### src/rtl/oai_nm_pipe.sv
// oai_nm_pipe: pipelined OR-AND-INVERT block.
// ZN = NOT( AND over groups of ( OR over the inputs in that group ) ).
// The function is evaluated combinationally at the input and then carried
// through LATENCY register stages. The last stage is the output register:
// it holds ZN across bubbles and drives VLD_OUT. A saturating counter
// tracks how many valid results came out low.
module oai_nm_pipe #(
  parameter int GROUPS  = 2,
  parameter int INPUTS  = 3,
  parameter int LATENCY = 1,
  parameter int CNT_W   = 8
) (
  input  logic                       CLK,
  input  logic                       RST,
  input  logic [GROUPS*INPUTS-1:0]   A,
  input  logic                       VLD_IN,
  input  logic                       HOLD,
  input  logic                       CLR_CNT,
  output logic                       ZN,
  output logic                       VLD_OUT,
  output logic [CNT_W-1:0]           LOW_CNT
);

  // Out-of-range parameters stop elaboration instead of building odd hardware.
  if (GROUPS < 1 || GROUPS > 8) begin : g_chk_groups
    $error("oai_nm_pipe: GROUPS must be in 1..8");
  end
  if (INPUTS < 1 || INPUTS > 8) begin : g_chk_inputs
    $error("oai_nm_pipe: INPUTS must be in 1..8");
  end
  if (LATENCY < 1 || LATENCY > 4) begin : g_chk_latency
    $error("oai_nm_pipe: LATENCY must be in 1..4");
  end
  if (CNT_W < 1 || CNT_W > 16) begin : g_chk_cnt_w
    $error("oai_nm_pipe: CNT_W must be in 1..16");
  end

  logic [GROUPS-1:0] or_vec;
  logic              res_in;

  // Signals entering the output register (from the input or the last inner stage).
  logic              feed_vld;
  logic              feed_res;

  // OR each group, AND the group results, invert.
  always_comb begin
    or_vec = '0;
    for (int g = 0; g < GROUPS; g++) begin
      or_vec[g] = |A[g*INPUTS +: INPUTS];
    end
    res_in = ~(&or_vec);
  end

  if (LATENCY == 1) begin : g_no_pipe
    assign feed_vld = VLD_IN;
    assign feed_res = res_in;
  end else begin : g_pipe
    logic [LATENCY-2:0] pipe_vld;
    logic [LATENCY-2:0] pipe_res;

    // Inner stages shift {valid, res} forward unless frozen by HOLD.
    always_ff @(posedge CLK) begin
      if (RST) begin
        pipe_vld <= '0;
        pipe_res <= '1;
      end else if (!HOLD) begin
        pipe_vld[0] <= VLD_IN;
        pipe_res[0] <= res_in;
        for (int k = 1; k < LATENCY-1; k++) begin
          pipe_vld[k] <= pipe_vld[k-1];
          pipe_res[k] <= pipe_res[k-1];
        end
      end
    end

    assign feed_vld = pipe_vld[LATENCY-2];
    assign feed_res = pipe_res[LATENCY-2];
  end

  // Output stage: ZN only moves on valid data; VLD_OUT pulses once per result.
  always_ff @(posedge CLK) begin
    if (RST) begin
      ZN      <= 1'b1;
      VLD_OUT <= 1'b0;
    end else if (!HOLD) begin
      VLD_OUT <= feed_vld;
      if (feed_vld) begin
        ZN <= feed_res;
      end
    end
  end

  // Low-result counter: clear beats increment, saturates at all ones.
  always_ff @(posedge CLK) begin
    if (RST) begin
      LOW_CNT <= '0;
    end else if (CLR_CNT) begin
      LOW_CNT <= '0;
    end else if (!HOLD && feed_vld && !feed_res && (LOW_CNT != '1)) begin
      LOW_CNT <= LOW_CNT + CNT_W'(1);
    end
  end

endmodule

### config.mk
export PLATFORM = sky130hd
export DESIGN_NAME = oai_nm_pipe
export DESIGN_NICKNAME = d
export VERILOG_FILES = /design/src/rtl/oai_nm_pipe.sv
export SDC_FILE = /design/constraint.sdc
export NUM_CORES = 1
export LEC_CHECK = 0
export CAP_MARGIN = 25
export CORE_AREA = 2 2 39 41
export DETAILED_ROUTE_END_ITERATION = 16
export DIE_AREA = 0 0 41 43
export DONT_BUFFER_PORTS = 1
export HOLD_SLACK_MARGIN = 0.08
export PLACE_DENSITY = 0.59
export REMOVE_ABC_BUFFERS = 1
export SETUP_SLACK_MARGIN = 0.3
export SLEW_MARGIN = 5
export SYNTH_ARGS = -nofsm -noshare
export SYNTH_HDL_FRONTEND = slang
export SYNTH_SLANG_ARGS = --single-unit
export TNS_END_PERCENT = 30
### constraint.sdc
create_clock -name CLK -period 2.56 [get_ports CLK]
set_input_delay 0.128 -clock CLK [delete_from_list [all_inputs] [get_ports CLK]]
set_output_delay 0.128 -clock CLK [all_outputs]
set_load 0.01 [all_outputs]
==> results of run 1 <==
power groups by stage:
stage          clock network, mW  registers (mW)  logic, mW
2_1_floorplan                  0           0.164     0.0121
3_3_place_gp                   0           0.165     0.0146
3_5_place_dp                   0           0.165     0.0147
4_1_cts                    0.147           0.161     0.0191
5_1_grt                    0.156           0.161     0.0220
6_report                   0.139           0.161     0.0190
cells in the mapped netlist (2+ instances only):
cell type	number
dfxtp_1	10
nand4_1	2
nor3_1	4
nand4b_1	2
o21ai_0	3
mux2i_1	3
a21oi_1	2
nor2_1	3
or3_1	3
nand3_1	3
nor4b_1	2
nand2_1	8
stage by stage:
stage | power (mW) | area [sq um] | instances
2_1_floorplan | 0.176 | 508 | 59
5_1_grt | 0.339 | 594 | 82
3_5_place_dp | 0.179 | 528 | 75
4_1_cts | 0.327 | 594 | 82
3_3_place_gp | 0.179 | 528 | 75
6_report | 0.319 | 594 | 82
logic make-up (layout without fill, tap and decap cells):
kind of cell	Yosys count	count (layout)	synth area share
compound gates	10	10	0.121
buf+inv	3	8	0.0242
mux	3	3	0.0581
simple gates	34	34	0.385
fa+ha+maj	1	1	0.0242
flops	10	10	0.387
critical path: stages (launching register included):
cell,delay (ns)
dfxtp_1,0.37
ha_1,0.26
nand3_1,0.11
nor2_1,0.10
nor4b_1,0.42
mux2i_1,0.22
layer usage:
metal | vias to the layer above | wire length, um | GRT usage | share of wire
met1 | 203 | 444 | 0.187 | 0.44
li1 | 234 | - | - | -
met2 | 17 | 468 | 0.194 | 0.46
met3 | 2 | 87 | 0.115 | 0.086
met5 | - | 0 | 0 | 0
met4 | 0 | 14 | 0.0400 | 0.014
state kept, by name (all words and copies together), names as in the netlist:
register  count
LOW_CNT       8
VLD_OUT       1
ZN            1
layout make-up:
class | count | area (sq um)
clock buffers | 4 | 36.3
fillers | 145 | 790
inverters | 1 | 3.75
multi-input cells | 48 | 304
flip-flops and latches | 10 | 200
well taps | 16 | 20.0
repair buffers | 3 | 30.0
placed cells by master (no fill, tap or decap), types with 3 or more instances in the layout:
master	n
or3_1	3
nand2_1	8
nor3_1	4
mux2i_1	3
clkbuf_4	3
o21ai_0	3
nand3_1	3
dfxtp_1	10
nor2_1	3
dlygate4sd3_1	3
worst min-delay path by stage:
stage                 from      end  slack (ns)  depth (start not counted)
floorplan              RST  VLD_OUT        0.20                          1
global placement       RST  VLD_OUT        0.20                          1
detailed placement     RST  VLD_OUT        0.20                          1
CTS                 VLD_IN       ZN        0.17                          3
global route        VLD_IN       ZN        0.20                          3
finish              VLD_IN       ZN        0.18                          3
what timing repair did:
item / 4_1_cts / 5_1_grt
setup endpoints to repair: 0 / 0
endpoints found under the hold margin: 4 / 0
hold buffers: 3 / 0
==> impl_metrics.tcl, run 1 <==
set metrics [dict create \
    synth_area_sq_um 517 \
    hold_class "input pin to register" \
    r2r_start "LOW_CNT[0]" \
    critPathKind "register to register" \
    synth-seq-cells 10 \
    cts_resized 0 \
    drv_slew 0 \
    tightest_slew_ns 0.667 \
    dpl.hpwl_um 735 \
    dr.pass1.iters 4 \
    worstSetupEndpointType "register" \
    grt_pass1_wl_mm 1.74 \
    yosys-top-cells-area "dfxtp_1, mux2i_1, nand2_1" \
    outcome "finished, final reports clean" \
    rsz0062_at_grt "false" \
    cp_max_fo 6 \
    start_kind "register" \
    finalSetupTns_ns 0 \
    synth_top_cell_by_area "dfxtp_1" \
    cts_setup_buffers 0 \
    cts.clk_slew.worst_paths_ns 0.06 \
    min_period_over_period 0.604 \
    reg2reg_depth 5 \
    via_count 456 \
    synth_edf_count 0 \
    drive_above_1_share 0.0909 \
    rows 14 \
    drt_wl_total_mm 1.01 \
    ios 21 \
    crit_end "LOW_CNT[4]" \
    cts.htree.levels 1 \
    synth_top_area_frac 0.387 \
    gr-total-overflow 0 \
    p_int_uw 254 \
    drc 0 \
    clock-sinks 10 \
    p_leak_nw 0.202 \
    grt_antenna_before_repair 0 \
    cap_violations 0 \
    grt_pass1_vias 379 \
    postLayoutSetupSlackWorst_ns 1.01 \
    max_freq_mhz 647 \
    port_buffers 0 \
    cp-startpoint "LOW_CNT[0]" \
    clock-root-buffer "clkbuf_4" \
    ys_warn_count 0 \
    tritoncts "yes" \
    pwr_density_cell_nw_per_um2 537 \
    ys_seq_area_frac 0.387 \
    antenna_cells 0 \
    cp.required_ns 2.75 \
    die_area_sq_um 1760 \
    final_util 0.429 \
    async_flop_share 0 \
    maxSlewHeadroom 0.554 \
    core_sq_um 1380 \
    num-nets-final 79 \
    skew_ns 0.00186 \
    final-setup-viol-count 0 \
    p_sw_frac 0.206 \
    hold_viol_final 0 \
    place.gp.congestion 0.728 \
    ys_types 28 \
    fin_hold_ws_ns 0.179 \
    ys.flop_type "dfxtp_1" \
    die_h_um 43 \
    syn-instance-count 61 \
    grt_max_degree 12 \
    r2r_slack_ns 1.01 \
    area_growth_pct 15.0 \
    first_iter_violations 10 \
    fin_crit_ns 1.55 \
    p_switching_uw 65.7 \
    clkPwrFrac 0.437 \
    synth.avg_cell_area_sq_um 8.47 \
    cts_buffer_depth 2 \
    reg2reg_to "LOW_CNT[4]" \
    die_w_um 41 \
    dp_worst_setup_slack_ns 1.04 \
    numCtsBuffers 3 \
    start_util 0.373 \
    cp.arrival_ns 1.74 \
    grt_usage 0.149 \
    ir_worst_vdd_mv 0.298 \
    ant_nets 0 \
    pwr-share-comb 0.060 \
    seqPwrFrac 0.504 \
    wl_per_cell_um 12.4 \
    worstSkewPairLatency_ns 0.26 \
    vias_per_cell 5.56 \
]
(Power assumes the default switching activity.)
==> run 2, diff against run 1 <==
- ABC_AREA: not set -> 1
- CORE_AREA: 2 2 39 41 -> 2 2 43 45
- DIE_AREA: 0 0 41 43 -> 0 0 45 47
- PLACE_DENSITY: 0.59 -> 0.58
- clock period: 2.56 -> 1.5 ns (I/O delays scaled with it)
==> run 2 against run 1 <==
Design area rose by 27%; clock power rose by 32%; non-clock buffer count rose by 4; critical path depth fell by 2; worst hold slack got worse by 0.094 ns; synthesized cell count rose by 59%; count of clock-buffer cells in the layout fell by 1; global-route usage fell by 1.1 points; die area rose by 20%; register-to-register slack got worse by 0.69 ns; clock skew fell by 0.0015 ns; critical endpoint is now VLD_OUT.
==> impl_metrics.tcl, run 2 <==
set metrics [dict create \
    place.gp.congestion 0.704 \
    worstSkewPairLatency_ns 0.26 \
    synth_top_cell_by_area "dfxtp_1" \
    cap_violations 0 \
    ys_warn_count 0 \
    min-delay-start "RST" \
    power_uw 541 \
    synth-seq-cells 10 \
    grt_max_degree 10 \
    ys_seq_area_frac 0.327 \
    drc 0 \
    start_kind "register" \
    grt_pass1_vias 492 \
    max_freq_mhz 848 \
    cp-startpoint "VLD_OUT" \
    r2r_start "VLD_OUT" \
    synth.avg_cell_area_sq_um 6.32 \
    cts_buffer_depth 2 \
    gr-total-overflow 0 \
    core_sq_um 1650 \
    seqPwrFrac 0.530 \
    top_regs "LOW_CNT: 8 flops, VLD_OUT: 1 flops, ZN: 1 flops" \
    grt_antenna_before_repair 0 \
    num-nets-final 121 \
    fin_crit_ns 1.18 \
    tritoncts "yes" \
    rsz0062_at_grt "true" \
    synth_top_area_frac 0.327 \
    area_growth_pct 23.5 \
    grt_pass1_wl_mm 2.08 \
    numCtsBuffers 3 \
    pwr-share-comb 0.131 \
    drv_slew 0 \
    skew_ns 0.000393 \
    min_period_over_period 0.786 \
    drive_above_1_share 0.224 \
    path_cells "a21oi_2, nor2_1, dlygate4sd3_1" \
    async_flop_share 0 \
    regMostFlops "LOW_CNT" \
    finalSetupTns_ns 0 \
    port_buffers 0 \
    hold_viol_final 0 \
    slowest_delay_ns 0.55 \
    start_util 0.371 \
    worstSetupEndpointType "register" \
    rows 15 \
    critPathKind "register to register" \
    fin_area_sq_um 757 \
    first_iter_violations 8 \
    cp.required_ns 1.65 \
    ir_worst_vdd_mv 0.363 \
    cts.clk_slew.worst_paths_ns 0.06 \
    syn-instance-count 97 \
    p_int_uw 398 \
    drt_wl_total_mm 1.35 \
    hold_class "input pin to register" \
    largest_reg_flops 8 \
    die_h_um 47 \
    cts_setup_buffers 0 \
    critPathSlowestCell "dlygate4sd3_1" \
    clock-sinks 10 \
    synthTopCellsByCount "nand2_1, nor2_1, inv_1" \
    die_area_sq_um 2120 \
    ys.flop_type "dfxtp_1" \
    ys_types 18 \
    cp_max_fo 2 \
    vias_per_cell 4.80 \
    final_util 0.458 \
    clkPwrFrac 0.338 \
    final_common_cell "nand2_1" \
    p_sw_frac 0.265 \
    synth_area_sq_um 613 \
    die_w_um 45 \
    ios 21 \
    cts.htree.levels 1 \
    tightest_slew_ns 0.559 \
    ant_nets 0 \
    p_leak_nw 0.348 \
    num-fill-cells 174 \
    clock-root-buffer "clkbuf_4" \
    antenna_cells 0 \
    final-setup-viol-count 0 \
    cp.arrival_ns 1.33 \
    dr.pass1.iters 4 \
    p_switching_uw 143 \
    synth_edf_count 0 \
    post_dp_cell_area_sq_um 664 \
    final_cell_mix "nand2_1, nor2_1, inv_1, nand3_1" \
    yosys-top-cells-area "dfxtp_1, nand2_1, nor2_1" \
    via_count 595 \
    maxSlewHeadroom 0.626 \
    grt_usage 0.138 \
    wl_per_cell_um 10.9 \
    dpl.hpwl_mm 1.03 \
    outcome "finished, final reports clean" \
    pwr_density_cell_nw_per_um2 714 \
]
==> run 2: cell count changes in the layout (fill, tap and decap cells not counted), moves of 4 or more <==
cell,previous run,this run
nor2_1,3,23
nand2_1,8,24
inv_1,1,13
dfxtp_1,10,5
dfxtp_2,0,5
buf_4,0,4
nand3_1,3,7
==> run 2: worst paths after layout <==
kind / to / slack (ns) / cells after the start
setup / recovery: VLD_OUT / 0.32 / 3
hold / removal: LOW_CNT[1] / 0.08 / 3
setup reg to reg: VLD_OUT / 0.32 / 3
hold reg to reg: LOW_CNT[6] / 0.55 / 2
==> run 2: logic make-up after synthesis <==
logic type	synth area share
adders and majority gates	0.0204
DFF	0.327
and+or+nand+nor	0.500
buffers and inverters	0.0796
xor gates and xnor gates	0.0286
AOI/OAI and AO/OA	0.0449
==> run 2: critical path, delay by kind of cell (launching register included) <==
family | cells | cell delay, ns
buffers and inverters | 1 | 0.55
DFF | 1 | 0.35
AOI/OAI and AO/OA | 1 | 0.12
and+or+nand+nor | 1 | 0.05
==> run 2: metrics by stage <==
step | cells | hold WS (ns) | setup WS, ns
after floorplan | 97 | 0.147 | 0.246
after global placement | 118 | 0.151 | 0.325
after detailed placement | 118 | 0.154 | 0.290
after CTS | 124 | 0.0819 | 0.302
after global routing | 124 | 0.104 | 0.286
final | 124 | 0.0844 | 0.321
==> run 2: routing by layer <==
metal  track usage  up-vias  share of wire
met2         0.206        9           0.49
met4        0.0882        0          0.019
met3        0.0385        4          0.047
met1         0.176      259           0.45
met5             0        -              0
li1              -      323              -
==> run 2: power by group through the flow <==
stage               Clock (mW)  Combinational, mW  Sequential [mW]
finish                   0.183             0.0709            0.287
global route             0.204             0.0796            0.288
CTS                      0.195             0.0683            0.285
detailed placement           0             0.0616            0.291
global placement             0             0.0611            0.291
floorplan                    0             0.0435            0.293
==> run 2: what timing repair did <==
action / 4_1_cts / 5_1_grt
hold endpoints to repair: 2 / 0
hold buffers: 3 / 0
setup endpoints to repair: 4 / 9
gates resized for setup: 2 / 10
pin swaps: 0 / 4
==> run 2: layout make-up <==
cell class              count  area, sq um  area share
multi-input cells          74          398       0.526
flip-flops and latches     10          206       0.273
repair buffers              7         60.1      0.0793
inverters                  13         48.8      0.0645
clock buffers               3         22.5      0.0298
well taps                  17         21.3      0.0281
